## config.mk

```make
export PLATFORM = sky130hd
export DESIGN_NAME = uart_frame_tx
export DESIGN_NICKNAME = d
export VERILOG_FILES = /design/src/rtl/uart_pkg.sv /design/src/rtl/uart_frame_tx_byte_sel.sv /design/src/rtl/uart_frame_tx.sv
export SDC_FILE = /design/constraint.sdc
export NUM_CORES = 1
export LEC_CHECK = 0
export ABC_AREA = 1
export CORE_MARGIN = 2
export CORE_UTILIZATION = 58
export CTS_CLUSTER_SIZE = 20
export DETAILED_ROUTE_END_ITERATION = 10
export HOLD_SLACK_MARGIN = 0.02
export PLACE_DENSITY = 0.87
export SLEW_MARGIN = 20
export SYNTH_ARGS = -nofsm -noshare
export SYNTH_HDL_FRONTEND = slang
export SYNTH_SLANG_ARGS = --single-unit
export TNS_END_PERCENT = 10
```

## constraint.sdc

```tcl
create_clock -name clk -period 9.9 [get_ports clk]
set_clock_uncertainty 0.15 [all_clocks]
set_input_delay 2.97 -clock clk [delete_from_list [all_inputs] [get_ports clk]]
set_output_delay 2.97 -clock clk [all_outputs]
set_load 0.05 [all_outputs]
```

## src/rtl/uart_pkg.sv

```systemverilog
// Shared types and constants for the UART frame transmitter.
// FSM state encoding and default framing header byte.
package uart_pkg;

  typedef enum logic [1:0] {
    IDLE  = 2'd0,
    ISSUE = 2'd1,
    WAIT  = 2'd2,
    DONE  = 2'd3
  } uart_tx_state_t;

  localparam logic [7:0] UART_DEFAULT_HEADER = 8'hA5;

endpackage

```

## src/rtl/uart_frame_tx_byte_sel.sv

```systemverilog
// Picks the byte at a frame index: header, payload (either order) or checksum.
// Purely combinational; flags payload bytes so the caller can fold them into the XOR.
module uart_byte_sel
  import uart_pkg::*;
#(
  parameter int         NUM_BYTES    = 40,
  parameter int         MSB_FIRST    = 0,
  parameter int         USE_HEADER   = 1,
  parameter int         USE_CHECKSUM = 1,
  parameter logic [7:0] HEADER       = UART_DEFAULT_HEADER,
  parameter int         N_TOT        = NUM_BYTES + USE_HEADER + USE_CHECKSUM,
  parameter int         IW           = $clog2(N_TOT + 1)
) (
  input  logic [NUM_BYTES*8-1:0] i_shadow,
  input  logic [IW-1:0]          i_idx,
  input  logic [7:0]             i_csum,
  output logic [7:0]             o_byte,
  output logic                   o_is_pay
);

  always_comb begin
    o_byte   = 8'h00;
    o_is_pay = 1'b0;
    if (USE_HEADER != 0 && i_idx == '0) begin
      o_byte = HEADER;
    end else if (USE_CHECKSUM != 0 && i_idx == IW'(N_TOT - 1)) begin
      o_byte = i_csum;
    end else begin
      for (int k = 0; k < NUM_BYTES; k++) begin
        if (i_idx == IW'(k + USE_HEADER)) begin
          o_byte   = i_shadow[8*((MSB_FIRST != 0) ? (NUM_BYTES-1-k) : k) +: 8];
          o_is_pay = 1'b1;
        end
      end
    end
  end

endmodule

```

## src/rtl/uart_frame_tx.sv

```systemverilog
// Frame serializer: snapshots a payload and feeds it byte-by-byte to a UART
// transmitter with send/done handshake, optional header and XOR checksum.
module uart_frame_tx
  import uart_pkg::*;
#(
  parameter int         NUM_BYTES    = 40,
  parameter int         MSB_FIRST    = 0,
  parameter int         USE_HEADER   = 1,
  parameter logic [7:0] HEADER       = UART_DEFAULT_HEADER,
  parameter int         USE_CHECKSUM = 1
) (
  input  logic                   clk,
  input  logic                   rst,
  input  logic                   send,
  input  logic [NUM_BYTES*8-1:0] data,
  output logic                   busy,
  output logic                   send_done,
  output logic                   uart_send,
  output logic [7:0]             send_data,
  input  logic                   uart_send_done
);

  localparam int N_TOT = NUM_BYTES + USE_HEADER + USE_CHECKSUM;
  localparam int IW    = $clog2(N_TOT + 1);
  localparam logic [IW-1:0] LAST = IW'(N_TOT - 1);

  uart_tx_state_t         r_state;
  logic [NUM_BYTES*8-1:0] r_shadow;
  logic [IW-1:0]          r_idx;
  logic [7:0]             r_csum;
  logic                   r_busy;
  logic                   r_send_done;
  logic                   r_uart_send;
  logic [7:0]             r_send_data;

  logic                   w_idle;
  logic [NUM_BYTES*8-1:0] w_src;
  logic [IW-1:0]          w_idx_sel;
  logic [7:0]             w_csum_sel;
  logic [7:0]             w_csum_nxt;
  logic [7:0]             w_byte;
  logic                   w_is_pay;

  // Outputs are registered, so the next byte is selected from the
  // values the shadow/index/checksum take at the issuing edge.
  always_comb begin
    w_idle     = (r_state == IDLE);
    w_src      = w_idle ? data : r_shadow;
    w_idx_sel  = w_idle ? '0 : r_idx + IW'(1);
    w_csum_sel = w_idle ? 8'h00 : r_csum;
    w_csum_nxt = w_is_pay ? (w_csum_sel ^ w_byte) : w_csum_sel;
  end

  uart_byte_sel #(
    .NUM_BYTES   (NUM_BYTES),
    .MSB_FIRST   (MSB_FIRST),
    .USE_HEADER  (USE_HEADER),
    .USE_CHECKSUM(USE_CHECKSUM),
    .HEADER      (HEADER)
  ) u_sel (
    .i_shadow(w_src),
    .i_idx   (w_idx_sel),
    .i_csum  (w_csum_sel),
    .o_byte  (w_byte),
    .o_is_pay(w_is_pay)
  );

  always_ff @(posedge clk) begin
    if (!rst) begin
      r_state     <= IDLE;
      r_shadow    <= '0;
      r_idx       <= '0;
      r_csum      <= 8'h00;
      r_busy      <= 1'b0;
      r_send_done <= 1'b0;
      r_uart_send <= 1'b0;
      r_send_data <= 8'h00;
    end else begin
      unique case (r_state)
        IDLE: begin
          if (send) begin
            r_shadow    <= data;
            r_idx       <= '0;
            r_csum      <= w_csum_nxt;
            r_busy      <= 1'b1;
            r_uart_send <= 1'b1;
            r_send_data <= w_byte;
            r_state     <= ISSUE;
          end
        end
        ISSUE: begin
          r_uart_send <= 1'b0;
          r_state     <= WAIT;
        end
        WAIT: begin
          if (uart_send_done) begin
            r_idx <= w_idx_sel;
            if (r_idx == LAST) begin
              r_send_done <= 1'b1;
              r_state     <= DONE;
            end else begin
              r_csum      <= w_csum_nxt;
              r_uart_send <= 1'b1;
              r_send_data <= w_byte;
              r_state     <= ISSUE;
            end
          end
        end
        DONE: begin
          r_send_done <= 1'b0;
          r_busy      <= 1'b0;
          r_state     <= IDLE;
        end
        default: r_state <= IDLE;
      endcase
    end
  end

  assign busy      = r_busy;
  assign send_done = r_send_done;
  assign uart_send = r_uart_send;
  assign send_data = r_send_data;

endmodule

```

### Word level (Yosys, flattened, before mapping)

Cells that the tools add are included.

* bits of input ports: 324
* logic and storage cells: 183
* output and inout bits: 11
* register bits: 347

* mux-type cells: 111
* reduce and logical (&&, ||, !) cells: 13
* equal/unequal tests: 49
* add/sub/neg operators: 1
* bitwise gates (word level): 1

Operator list (count)
* $mux 8: 50
* $mux 320: 1
* $eq 6x5->1 const B: 16
* $eq 6x6->1 const B: 11
* $eq 6x4->1 const B: 8
* $mux 1: 47
* $pmux 8 s2: 2
* $eq 6x3->1 const B: 4
* $mux 6: 3
* $eq 6x2->1 const B: 2
* $pmux 6 s2: 1
* $ne 2x2->1 const B: 4
* $pmux 2 s4: 1
* $reduce_and 4->1: 2
* $xor 8x8->8: 1
* $add 6x1->6 const B: 1
* $eq 6x1->1 const B: 1
* $logic_not 6->1: 1
* $mux 2: 3
* $reduce_and 2->1: 3
* $reduce_and 3->1: 2
* $reduce_bool 2->1: 3
* $eq 2x2->1 const B: 2
* $pmux 1 s2: 2
* 4 further kinds: 4

### Depth between registers and ports, before layout

Gate-level depths: netlist of run 1.

* word-level depth: 50
* mapped depth: 44
* mapped depth without buffers: 44

### Modules after synthesis

From an unflattened synthesis of run 1, not the netlist that was laid out.

* cell total of the unflattened synthesis: 2985
* area, all modules: 19014.5 um2

By module, submodules not included
* uart_frame_tx: cells each 2301, sequential area each 6946.7 um2, area each 15875.2 um2, times used 1
* uart_byte_sel: cells each 684, sequential area each 0.0 um2, area each 3139.3 um2, times used 1

### Worst setup path after synthesis of run 1

OpenSTA, ideal clock, no wires.

* kind: input to register
* from: input data[10]
* to: register r_csum[2]
* setup slack: 4.703 ns
* setup time: 0.110 ns
* arrival time: 4.937 ns
* buffers on the path: 0
* required time: 9.640 ns
* stages: 28
* cells stage by stage: nand2_1 o21ai_0 nand2_1 nand2_1 a21oi_1 o2111ai_1 nor2_1 nand3_1 nor3_1 nand3_1 nor3_1 nand3_1 nor2_1 nand4_1 nand2_1 nand3_1 nand2_1 nand4_1 nand2_1 nand3_1 nor2_1 nand4_1 nand2_1 nand4_1 nand3_1 nand2_1 inv_1 nor2_1

* cells in the longest elaborated chain, start to end: 47
* elaborated cells between the ends (all ways): 48
* classes of those cells: mux: 47; bitwise: 1

Ends and longest elaborated chain
* start: declaration: line uart_frame_tx.sv:15 `input logic [NUM_BYTES*8-1:0] data,`
* $mux 320 (*): line uart_frame_tx.sv:48 `w_src = w_idle ? data : r_shadow;`
* $mux 8 (*) (39 in series): line uart_frame_tx_byte_sel.sv:30 `if (i_idx == IW'(k + USE_HEADER)) begin`
* $mux 8 (*): line uart_frame_tx_byte_sel.sv:26 `end else if (USE_CHECKSUM != 0 && i_idx == IW'(N_TOT - 1)) begin`
* $mux 8 (*): line uart_frame_tx_byte_sel.sv:24 `if (USE_HEADER != 0 && i_idx == '0) begin`
* $xor 8x8->8 (*): line uart_frame_tx.sv:51 `w_csum_nxt = w_is_pay ? (w_csum_sel ^ w_byte) : w_csum_sel;`
* $mux 8 (*): line uart_frame_tx.sv:51
* $mux 8: line uart_frame_tx.sv:98 `if (r_idx == LAST) begin`
* $mux 8: line uart_frame_tx.sv:96 `if (uart_send_done) begin`
* $pmux 8 s2 (*): line uart_frame_tx.sv:79 `unique case (r_state)`
* end signal: assignment: line uart_frame_tx.sv:84 `r_csum <= w_csum_nxt;`
* end signal: assignment: line uart_frame_tx.sv:102 `r_csum <= w_csum_nxt;`
* end: declaration: line uart_frame_tx.sv:30 `logic [7:0] r_csum;`

Mark *: on every way between the ends. The rest lies on a longest branch, timed or not. The select of a mux whose other input is x is not followed.
A chain may end at the register's enable or synchronous reset.

### Final worst setup path of run 1

* from: input data[0]
* to: register r_csum[0]

* cells in the longest elaborated chain, start to end: 48
* elaborated cells between the ends (all ways): 49
* classes of those cells: mux: 48; bitwise: 1

Ends and longest elaborated chain (line)
* $mux 320 (*): uart_frame_tx.sv:48
* $mux 8 (*) (40 in series): uart_frame_tx_byte_sel.sv:30
* $mux 8 (*): uart_frame_tx_byte_sel.sv:26
* $mux 8 (*): uart_frame_tx_byte_sel.sv:24
* $xor 8x8->8 (*): uart_frame_tx.sv:51
* $mux 8 (*): uart_frame_tx.sv:51
* $mux 8: uart_frame_tx.sv:98
* $mux 8: uart_frame_tx.sv:96
* $pmux 8 s2 (*): uart_frame_tx.sv:79

Marked as above.

==> flow_summary.json, run 1 <==
{
  "ys_top_cells_by_area": "dfxtp_1, nand2_1, o21ai_0",
  "mostFrequentLayoutCells": "nand2_1, nor2_1, dfxtp_1",
  "synth_top_family_by_area": "simple AND/OR/NAND/NOR gates",
  "slew_headroom": 0.261,
  "grtUsageTotal": 0.356,
  "yosysWarnings": 0,
  "layout-drive-gt1-share": 0.0521,
  "cts.sinks": 347,
  "rsz0062_at_grt": "no",
  "period_minus_slack_ns": 6.42,
  "wire_per_inst_um": 18.0,
  "max_slew.worst_pin.slew_ns": 1.10,
  "path_buf_inv": 1,
  "route.detailed.drc": 0,
  "cts_made_buffers": 38,
  "dp_hpwl_um": 41300,
  "cts_resized": 0,
  "initial_core_util": 0.591,
  "postCtsSetupBuffers": 0,
  "setup-tns-final_ns": 0,
  "drt_iter0_drc": 2683,
  "synth_compound_area_frac": 0.237,
  "io_pins": 335,
  "gp_congestion": 0.893,
  "setup_viol": 0,
  "whs_ns": 0.301,
  "cts_tree": "yes",
  "synth_enable_flop_cells": 0,
  "ir_drop_uv": 123,
  "layout_commonest_cell": "nand2_1",
  "worstPathArrival_ns": 6.68,
  "synth_flop_cell": "dfxtp_1",
  "clock_latency_ns": 0.53,
  "syn_area_per_cell_um2": 6.54,
  "yosys.area.top_type": "dfxtp_1",
  "areaGrowthSynthToFinish_pct": 23.5,
  "grt_pass1_wl_um": 97600,
  "crit_path_max_fanout": 2,
  "drv_slew": 0,
  "grt_pass1_vias": 19327,
  "synth_area_mm2": 0.0187,
  "row_count": 65,
  "cts.clk_slew.worst_paths_ns": 0.06,
  "htree_levels": 2,
  "timing.final.crit_share": 0.648,
  "path_delay_family": "simple AND/OR/NAND/NOR gates",
  "dieArea_mm2": 0.0337,
  "cp-start-kind": "input port",
  "synthAdderAreaFrac": 0.00134,
  "fin_cells": 3474,
  "hold_class": "reg2reg",
  "max_cap_violations": 0,
  "fin_nets": 3371,
  "num_vias": 20832,
  "synth_seq_cells": 347,
  "power_leakage_nw": 9.48,
  "n_antenna_cell": 0,
  "synth_top_cell_area_share": 0.372,
  "synthSimpleGateAreaFrac": 0.284,
  "finalHoldViolCount": 0,
  "via_per_inst": 6.00,
  "cpPeakStageDelay_ns": 0.43,
  "cpMaxStageDelayCell": "clkdlybuf4s50_1",
  "crit_type": "in2reg",
  "routed_wl_um": 62600,
  "die_w_um": 183,
  "seq_area_frac_synth": 0.372,
  "grt_max_degree": 219,
  "dp_cells": 3407,
  "fp.dieH_um": 183,
  "power_density_mw_per_mm2": 172,
  "core_mm2": 0.0316,
  "synth_xor_area_frac": 0,
  "ant_nets": 0,
  "synth_nets": 3183,
  "syn_inst": 2857,
  "synth_cell_types": 45,
  "clk_path_buf_depth": 3,
  "antenna_found_initial": 2,
  "synthMuxAreaShare": 0.000536,
  "status": "finished, final reports clean",
  "port_buffers": 334,
  "cp.required_ns": 10.17,
  "root_buffer": "clkbuf_16",
  "grt_overflow": 0,
  "dr.pass1.iters": 6,
  "end_kind": "flip-flop",
  "ys_async_sr_fraction": 0,
  "cts_hold_buf": 0,
  "fmax_mhz": 156
}
-- sequential cells by signal, indices dropped and copies added (netlist names) --
name,count
r_shadow,320
busy,1
send_done,1
uart_send,1
send_data,8
r_idx,6
r_state,2
r_csum,8
-- synthesized netlist by cell type, types with 9 or more instances --
cell      instances
nand2_1         616
nor2_1          369
dfxtp_1         347
o21ai_0         283
inv_1           273
a21oi_1         251
nand3_1         129
clkbuf_1        127
o211ai_1        126
a211oi_1         74
nand4_1          48
or2_2            45
buf_2            42
buf_1            13
nor4_1           10
buf_4             9
inv_2             9
-- worst paths after layout --
path	from	endpoint	slack [ns]	cells past startpoint
worst max-delay path	data[0]	r_csum[0]	3.48	27
worst min register to register	r_shadow[14]	r_shadow[14]	0.30	2
worst max register to register	r_state[1]	r_csum[5]	4.52	28
worst min-delay path	r_shadow[14]	r_shadow[14]	0.30	2
-- stage by stage --
step	setup WS (ns)	total power (W)	util	area, µm²
after floorplan	4.70	0.00218	-	18700
after global placement	3.25	0.00244	0.688	21800
after detailed placement	3.14	0.00248	0.688	21800
after CTS	3.62	0.00394	0.730	23100
after global routing	3.22	0.00412	0.730	23100
final	3.48	0.00397	0.730	23100
-- worst min-delay path: stages (launching register included) --
cell and delay, ns:
dfxtp_1 0.30, inv_1 0.05, a21oi_1 0.05
-- power by group --
| group | internal, W | switching (W) |
|---|---|---|
| Clock | 0.000909 | 0.000580 |
| Sequential | 0.00153 | 0.0000607 |
| Combinational | 0.000318 | 0.000569 |
-- cell families after synthesis --
family / Yosys count
AO/OA/AOI/OAI: 769
adder cells (fa/ha/maj): 2
buffers and inverters: 484
flip-flops: 347
multiplexers: 1
AND/OR/NAND/NOR: 1254
-- routing by layer --
layer  track usage  share of wire  vias up
li1              -              -     9824
met1         0.464           0.40     9531
met5             0        0.00035        -
met4         0.181          0.052        4
met2         0.577           0.46     1237
met3        0.0513          0.094      236
-- cell type report --
| type | instances | area (µm²) |
|---|---|---|
| Inverter | 285 | 1080 |
| Fill cell | 2477 | 8550 |
| Tap cell | 402 | 503 |
| Multi-Input combinational cell | 2026 | 9780 |
| Sequential cell | 347 | 6950 |
| Clock inverter | 10 | 150 |
| Clock buffer | 57 | 1160 |
| Timing Repair Buffer | 347 | 3470 |
(Power assumes the default switching activity.)
==> inputs of run 2 (changes only) <==
--- a/config.mk
+++ b/config.mk
@@ -7,11 +7,11 @@
 export LEC_CHECK = 0
 export ABC_AREA = 1
 export CORE_MARGIN = 2
-export CORE_UTILIZATION = 58
+export CORE_UTILIZATION = 54
 export CTS_CLUSTER_SIZE = 20
 export DETAILED_ROUTE_END_ITERATION = 10
 export HOLD_SLACK_MARGIN = 0.02
-export PLACE_DENSITY = 0.87
+export PLACE_DENSITY = 0.82
 export SLEW_MARGIN = 20
 export SYNTH_ARGS = -nofsm -noshare
 export SYNTH_HDL_FRONTEND = slang
==> constraint.sdc (replaced) <==
create_clock -name clk -period 6.7 [get_ports clk]
set_clock_uncertainty 0.15 [all_clocks]
set_input_delay 2.01 -clock clk [delete_from_list [all_inputs] [get_ports clk]]
set_output_delay 2.01 -clock clk [all_outputs]
set_load 0.05 [all_outputs]
==> flow_summary.json, run 2 (synthesized netlist as in run 1, its figures left out) <==
{
  "status": "finished, final reports clean",
  "power_leakage_nw": 9.45,
  "met1_usage": 0.428,
  "worstRegToRegCells": 29,
  "port_buffers": 334,
  "setup-tns-final_ns": 0,
  "whs_ns": 0.299,
  "power_density_mw_per_mm2": 248,
  "ant_nets": 0,
  "route.detailed.drc": 0,
  "hold_class": "reg2reg",
  "antenna_found_initial": 1,
  "dieArea_mm2": 0.0361,
  "r2r-end": "r_csum[5]",
  "place_ws_ns": 0.782,
  "ff2ff_setup_slack_ns": 1.09,
  "rsz0062_at_grt": "no",
  "cpMaxStageDelayCell": "buf_4",
  "setup_viol": 0,
  "fin_nets": 3375,
  "via_per_inst": 5.81,
  "mostFrequentLayoutCells": "nand2_1, nor2_1, dfxtp_1",
  "dp_cells": 3464,
  "fp.dieH_um": 190,
  "drv_slew": 0,
  "areaGrowthSynthToFinish_pct": 23.5,
  "cpPeakStageDelay_ns": 0.73,
  "gp_congestion": 0.872,
  "io_pins": 335,
  "max_cap_violations": 0,
  "cts_resized": 0,
  "placed_cell_area_mm2": 0.0219,
  "top_usage_layer": "met2",
  "grt_max_degree": 218,
  "initial_core_util": 0.545,
  "timing.final.crit_share": 0.837,
  "rr_startpoint": "r_state[1]",
  "wire_per_inst_um": 17.6,
  "use_met2": 0.546,
  "seq_area_mm2": 0.00695,
  "period_minus_slack_ns": 5.61,
  "cts.sinks": 347,
  "core_mm2": 0.0343,
  "root_buffer": "clkbuf_16",
  "dr.pass1.iters": 6,
  "crit_type": "reg2reg",
  "crit_path_max_fanout": 217,
  "worstPathArrival_ns": 5.92,
  "drt_iter0_drc": 2349,
  "multi_input_area_mm2": 0.00978,
  "grtUsageTotal": 0.331,
  "path_common_cell": "nand2_1",
  "cts_made_buffers": 38,
  "row_count": 68,
  "min_to": "r_shadow[67]",
  "end_kind": "flip-flop",
  "postCtsSetupBuffers": 0,
  "fillers": 2980,
  "slew_headroom": 0.240,
  "clk_path_buf_depth": 3,
  "n_antenna_cell": 0,
  "cts.clk_slew.worst_paths_ns": 0.06,
  "largest_register_ffs": 320,
  "grt_pass1_vias": 18874,
  "max_slew.worst_pin.slew_ns": 1.14,
  "grt_util_met3": 0.0529,
  "grt_overflow": 0,
  "cts_tree": "yes",
  "dp_hpwl_um": 41700,
  "routed_wl_um": 62000,
  "clock_latency_ns": 0.54,
  "cp-start-kind": "flip-flop",
  "layout_commonest_cell": "nand2_1",
  "fmax_mhz": 178,
  "layout-drive-gt1-share": 0.0507,
  "cp.required_ns": 7.01,
  "hp-start": "r_shadow[67]",
  "htree_levels": 2,
  "ir_drop_uv": 187,
  "cts_hold_buf": 0,
  "regMostFlops": "r_shadow",
  "grt_pass1_wl_um": 97800,
  "num_vias": 20512,
  "final_area_mm2": 0.0231,
  "die_w_um": 190,
  "finalHoldViolCount": 0,
  "whs_path_depth": 2,
  "fin_cells": 3529,
  "fin_ws_ns": 1.09
}
[run 2: cell count changes in the layout (fill, tap and decap cells not counted)]
cell,delta
clkinv_4,+1
buf_12,+1
clkbuf_8,-2
clkbuf_1,+6
clkinv_2,-4
bufinv_16,-3
buf_4,+3
[run 2: power breakdown]
part	internal (W)	switching, W
clock	0.00121	0.000848
sequential	0.00226	0.0000875
combinational	0.000471	0.000838
[run 2: critical path: cells and delay by family, from the launching register on]
family / cells / cell delay [ns]
AO/OA/AOI/OAI: 4 / 0.73
flip-flops: 1 / 0.36
AND/OR/NAND/NOR: 23 / 2.83
buffers and inverters: 2 / 1.45
[run 2: stage by stage]
stage	utilization	power, W
detailed placement	0.638	0.00367
floorplan	-	0.00322
finish	0.673	0.00571
global placement	0.638	0.00363
global route	0.673	0.00597
CTS	0.673	0.00570
[run 2: final cells by class]
cell class	count	share of cell area
clock buffer	61	0.0499
sequential	347	0.301
tap	455	0.0247
inverter	285	0.0470
multi-input combinational	2026	0.423
clock inverter	4	0.00211
timing repair buffer	351	0.152
[run 2: routing by layer]
metal	part of all wire	up-vias
li1	-	9827
met1	0.41	9509
met3	0.083	181
met2	0.46	993
met5	0.00015	-
met4	0.048	2
[run 2: worst max path at each step]
stage                          start   endpoint  slack, ns  cells past startpoint
after floorplan             data[10]  r_csum[2]       2.46                     28
final                     r_state[1]  r_csum[5]       1.09                     29
after detailed placement    data[10]  r_csum[2]       0.78                     29
after global routing      r_state[1]  r_csum[2]       0.58                     30
after global placement      data[10]  r_csum[2]       0.89                     29
after CTS                 r_state[1]  r_csum[2]       1.14                     30
